## src/rtl/calc_pkg.sv

```systemverilog
// Shared types for the multi-cycle execute stage: ALU op codes, operand source
// selects and the sequencing FSM states.
package calc_pkg;

   typedef enum logic [3:0] {
      OP_ADD  = 4'd0,
      OP_SUB  = 4'd1,
      OP_AND  = 4'd2,
      OP_OR   = 4'd3,
      OP_XOR  = 4'd4,
      OP_SLL  = 4'd5,
      OP_SRL  = 4'd6,
      OP_SRA  = 4'd7,
      OP_SLT  = 4'd8,
      OP_MUL  = 4'd9,
      OP_DIVU = 4'd10
   } alu_op_e;

   localparam logic [1:0] SRC_A_PC   = 2'd0;
   localparam logic [1:0] SRC_A_INC  = 2'd1;
   localparam logic [1:0] SRC_A_REG  = 2'd2;
   localparam logic [1:0] SRC_A_IMM  = 2'd3;

   localparam logic [1:0] SRC_B_REG  = 2'd0;
   localparam logic [1:0] SRC_B_INC  = 2'd1;
   localparam logic [1:0] SRC_B_IMM  = 2'd2;
   localparam logic [1:0] SRC_B_ZERO = 2'd3;

   typedef enum logic [1:0] {
      ST_IDLE    = 2'd0,
      ST_MUL_RUN = 2'd1,
      ST_DIV_RUN = 2'd2
   } state_e;

endpackage

```

## src/rtl/calc_alu.sv

```systemverilog
// Combinational single-cycle ALU (ops 0-8) with flag generation.
// Multiply/divide codes and unused codes yield 0 here.
module calc_alu
   import calc_pkg::*;
#(
   parameter int WIDTH = 16
) (
   input  logic [WIDTH-1:0] a,
   input  logic [WIDTH-1:0] b,
   input  logic [3:0]       op,
   output logic [WIDTH-1:0] result,
   output logic             zero,
   output logic             negative,
   output logic             carry,
   output logic             overflow
);

   localparam int SHW = $clog2(WIDTH);

   logic [WIDTH:0]   sum;
   logic [WIDTH:0]   diff;
   logic [SHW-1:0]   shamt;

   assign sum   = {1'b0, a} + {1'b0, b};
   assign diff  = {1'b0, a} - {1'b0, b};
   assign shamt = b[SHW-1:0];

   always_comb begin
      result   = '0;
      carry    = 1'b0;
      overflow = 1'b0;
      case (alu_op_e'(op))
         OP_ADD: begin
            result   = sum[WIDTH-1:0];
            carry    = sum[WIDTH];
            overflow = (a[WIDTH-1] == b[WIDTH-1]) && (sum[WIDTH-1] != a[WIDTH-1]);
         end
         OP_SUB: begin
            // diff[WIDTH] is the borrow out, i.e. a < b unsigned
            result   = diff[WIDTH-1:0];
            carry    = diff[WIDTH];
            overflow = (a[WIDTH-1] != b[WIDTH-1]) && (diff[WIDTH-1] != a[WIDTH-1]);
         end
         OP_AND:  result = a & b;
         OP_OR:   result = a | b;
         OP_XOR:  result = a ^ b;
         OP_SLL:  result = a << shamt;
         OP_SRL:  result = a >> shamt;
         OP_SRA:  result = $signed(a) >>> shamt;
         OP_SLT:  result = {{(WIDTH-1){1'b0}}, ($signed(a) < $signed(b))};
         default: result = '0;
      endcase
   end

   assign zero     = (result == '0);
   assign negative = result[WIDTH-1];

endmodule

```

## src/rtl/calc_unit_mc.sv

```systemverilog
// Multi-cycle execute stage: A/B operand registers, source muxes, ALU, ALUOut,
// PCSrc mux and an iterative shift-add multiplier / restoring divider.
//
// state      | meaning
// -----------|---------------------------------------------------------
// ST_IDLE    | waiting for start; single-cycle ops complete here
// ST_MUL_RUN | WIDTH shift-add steps on {acc_hi_q, acc_lo_q}
// ST_DIV_RUN | WIDTH restoring-division steps, quotient shifts into acc_lo_q
module calc_unit_mc
   import calc_pkg::*;
#(
   parameter int WIDTH = 16,
   parameter int INC   = 2
) (
   input  logic             clk,
   input  logic             rst_n,
   input  logic [WIDTH-1:0] in_a,
   input  logic [WIDTH-1:0] in_b,
   input  logic             ld_ab,
   input  logic [WIDTH-1:0] pc,
   input  logic [WIDTH-1:0] imm,
   input  logic [1:0]       alu_src_a,
   input  logic [1:0]       alu_src_b,
   input  logic [3:0]       alu_op,
   input  logic             start,
   input  logic             pc_src,
   output logic [WIDTH-1:0] alu_out,
   output logic [WIDTH-1:0] hi_out,
   output logic [WIDTH-1:0] alu_mux_out,
   output logic [WIDTH-1:0] b_reg,
   output logic             zero,
   output logic             negative,
   output logic             carry,
   output logic             overflow,
   output logic             busy,
   output logic             done
);

   localparam int              CW    = $clog2(WIDTH + 1);
   localparam logic [WIDTH-1:0] INC_W = WIDTH'(INC);

   state_e           state_q, state_d;
   logic [WIDTH-1:0] a_reg;
   logic [WIDTH-1:0] src_a_val, src_b_val;
   logic [WIDTH-1:0] alu_res;
   logic             alu_zero, alu_neg, alu_carry, alu_ovf;
   logic [CW-1:0]    cnt_q;
   logic [WIDTH-1:0] opd_q, acc_hi_q, acc_lo_q;
   logic             last_iter, launch_mul, launch_div, launch_single;

   logic [WIDTH:0]   mul_sum;
   logic [WIDTH-1:0] mul_hi_n, mul_lo_n;
   logic [WIDTH:0]   div_shift, div_diff;
   logic             div_ok;
   logic [WIDTH-1:0] div_hi_n, div_lo_n;

   always_comb begin
      case (alu_src_a)
         SRC_A_PC:  src_a_val = pc;
         SRC_A_INC: src_a_val = INC_W;
         SRC_A_REG: src_a_val = a_reg;
         default:   src_a_val = imm;
      endcase
      case (alu_src_b)
         SRC_B_REG: src_b_val = b_reg;
         SRC_B_INC: src_b_val = INC_W;
         SRC_B_IMM: src_b_val = imm;
         default:   src_b_val = '0;
      endcase
   end

   calc_alu #(.WIDTH(WIDTH)) u_alu (
      .a        (src_a_val),
      .b        (src_b_val),
      .op       (alu_op),
      .result   (alu_res),
      .zero     (alu_zero),
      .negative (alu_neg),
      .carry    (alu_carry),
      .overflow (alu_ovf)
   );

   assign alu_mux_out = pc_src ? alu_out : alu_res;
   assign busy        = (state_q != ST_IDLE);

   assign launch_mul    = start && !busy && (alu_op == OP_MUL);
   assign launch_div    = start && !busy && (alu_op == OP_DIVU);
   assign launch_single = start && !busy && !launch_mul && !launch_div;
   assign last_iter     = (cnt_q == CW'(1));

   // One shift-add step: add multiplicand to the high half when the
   // multiplier LSB is set, then shift the whole 2*WIDTH accumulator right.
   assign mul_sum  = {1'b0, acc_hi_q} + (acc_lo_q[0] ? {1'b0, opd_q} : '0);
   assign mul_hi_n = mul_sum[WIDTH:1];
   assign mul_lo_n = {mul_sum[0], acc_lo_q[WIDTH-1:1]};

   // A zero divisor always "fits", giving an all-ones quotient and the
   // dividend shifted back out as remainder.
   assign div_shift = {acc_hi_q, acc_lo_q[WIDTH-1]};
   assign div_diff  = div_shift - {1'b0, opd_q};
   assign div_ok    = (div_shift >= {1'b0, opd_q});
   assign div_hi_n  = div_ok ? div_diff[WIDTH-1:0] : div_shift[WIDTH-1:0];
   assign div_lo_n  = {acc_lo_q[WIDTH-2:0], div_ok};

   always_ff @(posedge clk or negedge rst_n) begin
      if (!rst_n) state_q <= ST_IDLE;
      else        state_q <= state_d;
   end

   always_comb begin
      state_d = state_q;
      case (state_q)
         ST_IDLE: begin
            if (launch_mul)      state_d = ST_MUL_RUN;
            else if (launch_div) state_d = ST_DIV_RUN;
         end
         ST_MUL_RUN: if (last_iter) state_d = ST_IDLE;
         ST_DIV_RUN: if (last_iter) state_d = ST_IDLE;
         default:    state_d = ST_IDLE;
      endcase
   end

   always_ff @(posedge clk or negedge rst_n) begin
      if (!rst_n) begin
         a_reg    <= '0;
         b_reg    <= '0;
         alu_out  <= '0;
         hi_out   <= '0;
         zero     <= 1'b0;
         negative <= 1'b0;
         carry    <= 1'b0;
         overflow <= 1'b0;
         done     <= 1'b0;
         cnt_q    <= '0;
         opd_q    <= '0;
         acc_hi_q <= '0;
         acc_lo_q <= '0;
      end else begin
         done <= 1'b0;
         if (ld_ab && !busy) begin
            a_reg <= in_a;
            b_reg <= in_b;
         end
         if (launch_single) begin
            alu_out  <= alu_res;
            zero     <= alu_zero;
            negative <= alu_neg;
            carry    <= alu_carry;
            overflow <= alu_ovf;
            done     <= 1'b1;
         end
         if (launch_mul || launch_div) begin
            opd_q    <= src_b_val;
            acc_lo_q <= src_a_val;
            acc_hi_q <= '0;
            cnt_q    <= CW'(WIDTH);
         end
         if (state_q == ST_MUL_RUN) begin
            acc_hi_q <= mul_hi_n;
            acc_lo_q <= mul_lo_n;
            cnt_q    <= cnt_q - CW'(1);
            if (last_iter) begin
               alu_out  <= mul_lo_n;
               hi_out   <= mul_hi_n;
               zero     <= (mul_lo_n == '0);
               negative <= mul_lo_n[WIDTH-1];
               carry    <= (mul_hi_n != '0);
               overflow <= 1'b0;
               done     <= 1'b1;
            end
         end
         if (state_q == ST_DIV_RUN) begin
            acc_hi_q <= div_hi_n;
            acc_lo_q <= div_lo_n;
            cnt_q    <= cnt_q - CW'(1);
            if (last_iter) begin
               alu_out  <= div_lo_n;
               hi_out   <= div_hi_n;
               zero     <= (div_lo_n == '0);
               negative <= div_lo_n[WIDTH-1];
               carry    <= (opd_q == '0);
               overflow <= 1'b0;
               done     <= 1'b1;
            end
         end
      end
   end

endmodule
```

## config.mk

```make
export PLATFORM = sky130hd
export DESIGN_NAME = calc_unit_mc
export DESIGN_NICKNAME = d
export VERILOG_FILES = /design/src/rtl/calc_pkg.sv /design/src/rtl/calc_alu.sv /design/src/rtl/calc_unit_mc.sv
export SDC_FILE = /design/constraint.sdc
export NUM_CORES = 1
export LEC_CHECK = 0
export CAP_MARGIN = 40
export CORE_MARGIN = 3
export CORE_UTILIZATION = 30
export CTS_BUF_LIST = sky130_fd_sc_hd__clkbuf_8
export DETAILED_ROUTE_END_ITERATION = 10
export PLACE_DENSITY_LB_ADDON = 0.1
export SETUP_SLACK_MARGIN = 0.3
export SKIP_LAST_GASP = 1
export SLEW_MARGIN = 20
export SYNTH_ARGS = -nofsm -noshare
export SYNTH_HDL_FRONTEND = slang
export SYNTH_SLANG_ARGS = --single-unit
export TNS_END_PERCENT = 30
```

## constraint.sdc

```tcl
create_clock -name clk -period 8 [get_ports clk]
set_clock_uncertainty 0.05 [all_clocks]
set_input_delay 1.6 -clock clk [delete_from_list [all_inputs] [get_ports clk]]
set_output_delay 1.6 -clock clk [all_outputs]
set_load 0.01 [all_outputs]
```

==> results.txt <==
* Total of warnings raised by yosys: 0
- Walking the worst path, the cells encountered are clkdlybuf4s50_1 -> buf_4 -> mux2i_4 -> nor2_4 -> ha_1 -> fa_1 -> nor2b_2 -> o31ai_2 -> a31o_1 -> o31a_1 -> a221o_1 -> a2111o_1 -> mux2_2 -> clkdlybuf4s50_1.
- The most common cell in the synthesized netlist is sky130_fd_sc_hd__nor2_1.
- Launching element type of the critical path: primary input
- The number of antenna violations at the first check in global routing came to 0.
* Net Count, Synth: about 1,800
- Capturing element type of the critical path: primary output
- Max-cap violations in this run came to 0.
- Of all flip-flops after synthesis, the portion carrying an async set or reset was 1.000.
- The floorplan has 74 rows.
- For this run the aggregate overflow at the end of global routing stands at 0.
* Total negative slack for setup checks: 0 ns
- CTS saw around 120 sinks.
- Of the post-synthesis cell area, the dominant cell type holds 0.2467.
* Largest stage delay, worst path: about 0.48 ns
* Post-layout minimum cycle time: roughly 7.5 ns
- Diode count: 0
- Transition at the pin with the smallest max-transition slack: 0.8691 ns
- TritonRoute pass-1 iters: 5
- Area of the placeable core: approximately 41,000 µm²
* Growth of design area from synthesis to finish: 22.88%
* Number of buffers added by the clock tree synthesis step: 17
- Summing all multi-input logic gate instances after layout gives approximately 9000 µm².
* Wire length per cell: between 20 and 25 µm
* Clock root buffer master: sky130_fd_sc_hd__clkbuf_8
- The initial utilization of the core area, before any placement, comes to 0.3059.
* Data required time of the critical path: approximately 6.4 ns
* Result of the run: finished, final reports clean
- Post-route ant nets: 0
* Final worst path period share: 0.9401
- Counting cells, the worst reg-to-reg path comes to 15.
- Dividing the detail-routed via count by the number of cells gives roughly 5.8.
* Die H: 210.8 µm
* Sum of routed wire length over all layers: approximately 57,000 µm
- Count of input and output buffers: 146
- In the synthesized netlist the dominant register cell turns out to be sky130_fd_sc_hd__dfrtp_1.
- Achievable clock frequency: between 0.1 and 0.15 GHz
- Data on the critical path arrives at its endpoint at 5.87 ns.
* Distinct cells, synth: 90
* H-tree depth: 4
- By area the synthesized netlist is led by sky130_fd_sc_hd__dfrtp_1, sky130_fd_sc_hd__ha_1, sky130_fd_sc_hd__a21oi_1, sky130_fd_sc_hd__mux2i_1, sky130_fd_sc_hd__nor2_1.
* Floorplan die area: about 44,000 µm²
- For this run, design rule violations remaining after detail routing come to 0.
- Power per standard cell area: about 380 nW/µm²
* Clock latency on the worst-skew pair: 0.51 ns
- The cell count after synthesis came out at between 1,500 and 2,000.
- The congestion estimate from routability-driven global placement came to roughly 0.97.
- Across the whole layout, storage elements account for slightly above 3000 µm².
- Counting flops and latches in the post-synthesis netlist gives about 120.
- Mean cell area of the mapped netlist: between 7 and 8 µm²
* Max-slew violation count: 0
- Netlist Area Pre-Place: approximately 13,000 µm²
- Across all setup checks in the final design, the least slack found is 0.4790 ns.
* Nets@finish: 1,900
* Clock transition at path regs: about 0.07 ns
- The floorplan step set the die width to roughly 210 µm.
- VDD IR-drop max: between 0.1 and 0.15 mV
- OpenSTA, run right after detailed placement, puts the worst setup slack at about 0.21 ns.
- Entering global routing, the biggest net connects 57 pins.
* Highest net fanout along the worst path: 12
* EDFF count, synth: 0
* Headroom to the max-slew limit: 0.4206
* Fraction of final layout cells sized beyond drive strength 1: 0.1294
* Count of endpoints failing setup in the final report: 0
- Leading area contributor after synthesis: sky130_fd_sc_hd__dfrtp_1
* Wire length of the first global-routing pass: approximately 86,000 µm
- The clock passes through at most 2 buffers.
- Final core occ: 0.3759
* Crit Path Class: in -> out
- Among the stages of the critical path, the cell type that occurs most often is sky130_fd_sc_hd__clkdlybuf4s50_1.
- For this block, the initial DRC count from the detailed router was roughly 1,100.
* Critical Path Slowest Stage Cell: sky130_fd_sc_hd__fa_1
- The number of hold violations in the final report was 0.
* Sequential fraction of the synthesis area: 0.2467
- Filler cells: 4,372
- Half-perimeter wire length after detailed placement: ~44,000 µm
- In this run the static leakage power is approximately 6.5 nW.
- Class of the worst hold path: reg -> reg
- The number of global-route vias before repair is between 10,000 and 15,000.
- Setup repair after global routing could not meet its margin everywhere.
- ~150 I/O pins were placed.
- The routed layout has 13,170 vias.
* Hold path depth: 1
- Commonest cells post-synth: sky130_fd_sc_hd__nor2_1, sky130_fd_sc_hd__a21oi_1, sky130_fd_sc_hd__nand2_1, sky130_fd_sc_hd__dfrtp_1, sky130_fd_sc_hd__o21ai_0
- TritonCTS built the clock tree.
* R2R setup slack: roughly 3.6 ns
- Overall fraction of global-route tracks in use: 0.2534
worst max-delay path: cells and delay by family:
family	cells	cell delay [ns]
simple gates	2	0.25
fa+ha+maj	2	0.70
mux	2	0.67
buf+inv	3	1.16
compound gates	5	1.48
power breakdown:
group / internal (mW) / leakage (nW) / switching, mW / total (mW)
registers: 0.935 / 1.49 / 0.334 / 1.27
logic: 1.66 / 4.80 / 2.32 / 3.98
clock network: 0.282 / 0.205 / 0.306 / 0.588
cell type report:
cell class | count | share of cell area
multi-input combinational | 1265 | 0.5672
timing repair buffer | 230 | 0.1402
sequential | 124 | 0.2008
tap | 532 | 0.04307
clock buffer | 17 | 0.01514
clock inverter | 15 | 0.01052
inverter | 95 | 0.02307
placed cells by master (no fill, tap or decap), drive strengths merged, types with 21 or more instances in the layout:
cell,Yosys,final
nor2,146,146
clkdlybuf4s50,0,144
a21oi,143,143
nand2,130,130
dfrtp,124,124
o21ai,115,115
inv,95,102
ha,86,86
buf,31,85
mux2i,68,68
nor3,55,55
mux2,48,48
a211oi,33,33
nand3,29,29
o22ai,28,28
and3,23,23
and2,22,22
xnor2,21,21
cells by family after synthesis:
| family | after synthesis | share of synthesized area |
|---|---|---|
| mux | 118 | 0.1017 |
| simple gates | 500 | 0.1926 |
| compound gates | 524 | 0.2791 |
| flops | 124 | 0.2467 |
| fa+ha+maj | 90 | 0.09192 |
| xor+xnor | 33 | 0.02298 |
| buf+inv | 202 | 0.06506 |
through the flow:
stage,hold slack (ns),instance area (µm²),instances,power (mW)
3_5_place_dp,0.4467,14950,2244,5.208
3_3_place_gp,0.4406,14870,2240,5.206
5_1_grt,0.4762,15450,2278,6.345
4_1_cts,0.4658,15360,2276,5.836
2_1_floorplan,0.4236,12580,1591,3.734
6_report,0.4612,15450,2278,5.838
final timing paths:
kind	from	end
setup reg to reg	b_reg[0]$_DFFE_PN0P_	zero$_DFF_PN0_
setup / recovery	alu_src_b[1]	alu_mux_out[12]
min in group asynchronous	rst_n	hi_out[6]$_DFF_PN0_
max in group asynchronous	rst_n	cnt_q[2]$_DFFE_PN0P_
hold / removal	a_reg[12]$_DFFE_PN0P_	a_reg[12]$_DFFE_PN0P_
hold reg to reg	a_reg[12]$_DFFE_PN0P_	a_reg[12]$_DFFE_PN0P_
routing by layer:
| layer | global-route usage | share of wire | routed length [µm] |
|---|---|---|---|
| met3 | 0.04604 | 0.060 | 3419 |
| met4 | 0.08476 | 0.030 | 1709 |
| met1 | 0.3557 | 0.47 | 26490 |
| met2 | 0.3940 | 0.44 | 24950 |
| met5 | 0 | 0 | 0 |
timing repair:
item / in CTS / in global routing
hold buffers: 0 / 0
pin swaps: 0 / 1
setup buffers: 0 / 0
setup endpoints to repair: 2 / 6
gates resized for setup: 2 / 15
(Power assumes the default switching activity.)
==> edit 1 (same flow settings) <==
Remove the case item `OP_SRL` of the case on `alu_op_e'(op)`.
--- a/src/rtl/calc_alu.sv
+++ b/src/rtl/calc_alu.sv
@@ -46,5 +46,4 @@
          OP_XOR:  result = a ^ b;
          OP_SLL:  result = a << shamt;
-         OP_SRL:  result = a >> shamt;
          OP_SRA:  result = $signed(a) >>> shamt;
          OP_SLT:  result = {{(WIDTH-1){1'b0}}, ($signed(a) < $signed(b))};
Function: changed (Yosys sat finds a counterexample within 4 cycles, from zero or initial values and one cycle with rst_n low).
==> edit 1 against the original RTL <==
Synthesized cell count shrank 4.0%. Die area is 2.4% lower. Via count decreased by 3.2%. Area after synthesis is 2.4% lower. Register-to-register slack improved by 0.04 ns. Power down 1.8%. Design area decreased by 1.9%. Non-clock buffer count increased by 8. Setup slack better by 0.075 ns. Sequential cell count stayed put. Wire length shrank 0.73%. Fmax rose by 1.0%. Critical path type unchanged. Largest cell class unchanged.
==> edit 1: results (changes against the original RTL) <==
run status finished, final reports clean (unchanged); DRC marker count from the first detailed-route iteration 1,095 (was 1,093); placed insts 2,190 (was 2,244); mean area per synthesized cell 8.030 um^2 (was 7.905 um^2); worst hold slack after final layout 0.4646 ns (was 0.4612 ns); data arrival at the endpoint of the critical path 5.80 ns (was 5.87 ns); Leakage Power 6.385 nW (was 6.494 nW); amount of wire on met2 after detailed routing 26.32 mm (was 24.95 mm); Placement Setup Slack 0.08197 ns (was 0.2103 ns); met2 Use GR 41.80% (was 39.40%); met3 wirelength from detailed routing 2.719 mm (was 3.419 mm); stage delay of the slowest cell on the critical path 0.53 ns (was 0.48 ns); Finished Cell Area 15,160 um^2 (was 15,450 um^2); Yosys cell types 88 (was 90); routed length per instance 25.23 um (was 24.83 um); worst r2r src a_reg[0] (was b_reg[0]); met1 routed wirelength after detailed routing 25.59 mm (was 26.49 mm); leading post-synthesis cells by instance count sky130_fd_sc_hd__nor2_1, sky130_fd_sc_hd__nand2_1, sky130_fd_sc_hd__a21oi_1, sky130_fd_sc_hd__dfrtp_1, sky130_fd_sc_hd__o21ai_0 (was sky130_fd_sc_hd__nor2_1, sky130_fd_sc_hd__a21oi_1, sky130_fd_sc_hd__nand2_1, sky130_fd_sc_hd__dfrtp_1, sky130_fd_sc_hd__o21ai_0); number of cell instances on the worst register-to-register path 16 (was 15); met1 Resource Use GR 35.09% (was 35.57%); routed vias 12,750 (was 13,170); 1st-pass router iterations 6 (was 5); number of combinational gates with multiple inputs 1,220 (was 1,265); slew at the pin closest to its max-slew limit 0.7988 ns (was 0.8691 ns); Data buffer area share 14.37% (was 14.02%); number of nets in the layout 1,856 (was 1,900); Clock Latency Late Sink 0.49 ns (was 0.51 ns)
## edit 1: cell count changes after synthesis, sizes merged, moves of 10 or more
cell	delta
mux2i	+12
a2111oi	+11
a211oi	-12
nor2	+13
o21ai	-22
inv	-10
nand2	+15
nand3	-14
## edit 1: cells by family after synthesis
family	after synthesis	share of synthesized area (%)
and+or+nand+nor	486	18.50
AOI/OAI and AO/OA	468	25.63
buffers and inverters	184	6.241
muxes	139	12.25
DFF	124	25.29
adders and majority gates	91	9.525
xor gates and xnor gates	36	2.570
## edit 1: where the power goes
part / switching, mW / total (mW) / internal (mW)
Clock: 0.292 / 0.550 / 0.257
Combinational: 2.29 / 3.89 / 1.61
Sequential: 0.363 / 1.29 / 0.926
Total: 2.94 / 5.73 / 2.79
## edit 1: timing repair
action | 4_1_cts | 5_1_grt
endpoints found under the setup margin | 7 | 10
pin swaps | 1 | 4
resized for setup | 8 | 15
buffers inserted | 0 | 2
==> edit 2 (config.mk and constraints unchanged) <==
Without the edit above. `WIDTH` is set to 16 in 2 places; all go to 32.
--- a/src/rtl/calc_alu.sv
+++ b/src/rtl/calc_alu.sv
@@ -4,5 +4,5 @@
    import calc_pkg::*;
 #(
-   parameter int WIDTH = 16
+   parameter int WIDTH = 32
 ) (
    input  logic [WIDTH-1:0] a,
--- a/src/rtl/calc_unit_mc.sv
+++ b/src/rtl/calc_unit_mc.sv
@@ -10,5 +10,5 @@
    import calc_pkg::*;
 #(
-   parameter int WIDTH = 16,
+   parameter int WIDTH = 32,
    parameter int INC   = 2
 ) (
Interface: changed (8 resized); port bits go from 147 to 275. The function was not compared with the original's and may differ.
==> edit 2 against the original RTL <==
Sequential cell count is 113 higher. Largest power group unchanged. Sequential share of layout area fell by 2.3 points. Design area increased by 120%. Fmax is 3.2% lower. Wire length increased by 150%. Highest routed layer is now met5. Power grew 120%. Area after synthesis grew 110%. Setup slack worse by 0.25 ns.
==> edit 2: results (changes against the original RTL) <==
run status finished, final reports clean (unchanged); Hold Path Sink cnt_q[5] (was a_reg[12]); PortBufs 274 (was 146); routed vias 29,240 (was 13,170); Post-Synth Adder-Cell Area 8.188% (was 9.192%); amount of wire on met2 after detailed routing 62.41 mm (was 24.95 mm); met2 Use GR 47.16% (was 39.40%); number of nets in the layout 4,104 (was 1,900); switching share of power 52.35% (was 50.76%); deepest clock path buffer count 3 (was 2); non-filler instance count after layout 4,986 (was 2,278); met3 wirelength from detailed routing 10.06 mm (was 3.419 mm); clock buffers created by TritonCTS 50 (was 17); global-route usage over all layers 30.14% (was 25.34%); met1 Resource Use GR 40.45% (was 35.57%); mux cell area share after synthesis 9.498% (was 10.17%); Clock Latency Late Sink 0.72 ns (was 0.51 ns); largest net degree at the start of global routing 94 (was 57); post-synthesis net count 3,700 (was 1,758); number of cell instances on the worst register-to-register path 22 (was 15); Yosys cell types 114 (was 90); Slew Limit Headroom 40.82% (was 42.06%); Internal Dissipation 6.131 mW (was 2.875 mW); worst IR drop on VDD 0.2001 mV (was 0.1416 mV); register area share after synthesis 22.51% (was 24.67%); worst hold slack after final layout 0.4333 ns (was 0.4612 ns); worst r2r src a_reg[0] (was b_reg[0]); detailed placement HPWL 111.4 mm (was 44.25 mm); final estimated routing congestion in global placement 1.018 (was 0.9692)
-- edit 2: cell type report --
class | instances | share of cell area (%)
clock buffers | 65 | 2.686
flip-flops and latches | 237 | 17.81
repair buffers | 591 | 15.99
multi-input cells | 2727 | 56.62
diodes | 2 | 0.01503
clock inverters | 23 | 0.4358
well taps | 1155 | 4.340
inverters | 186 | 2.104
-- edit 2: metrics by stage --
stage	setup slack, ns	TNS, ns	utilization (%)
floorplan	0.6553	0	-
global placement	-0.3162	-0.7945	36.69
detailed placement	-0.3414	-1.039	36.82
CTS	0.1771	0	38.11
global route	0.08106	0	38.32
finish	0.2333	0	38.33
-- edit 2: worst max-delay path: stages --
cell and delay [ns]:
sky130_fd_sc_hd__buf_2 0.18, sky130_fd_sc_hd__buf_4 0.18, sky130_fd_sc_hd__mux2_2 0.37, sky130_fd_sc_hd__a2bb2oi_4 0.16
sky130_fd_sc_hd__buf_4 0.16, sky130_fd_sc_hd__ha_1 0.22, sky130_fd_sc_hd__or2_2 0.30, sky130_fd_sc_hd__o211ai_1 0.35
sky130_fd_sc_hd__a211oi_2 0.18, sky130_fd_sc_hd__buf_4 0.17, sky130_fd_sc_hd__o21ai_0 0.39, sky130_fd_sc_hd__nand2_1 0.15
sky130_fd_sc_hd__nand4_1 0.12, sky130_fd_sc_hd__a21oi_1 0.07, sky130_fd_sc_hd__buf_4 0.17, sky130_fd_sc_hd__or4_4 0.58
sky130_fd_sc_hd__mux2_2 0.28, sky130_fd_sc_hd__clkdlybuf4s50_1 0.48
-- edit 2: what timing repair did --
item	in CTS	in global routing
endpoints found under the setup margin	18	17
gates resized for setup	22	22
pin swaps	10	4
gates cloned	0	1
setup buffers	3	2
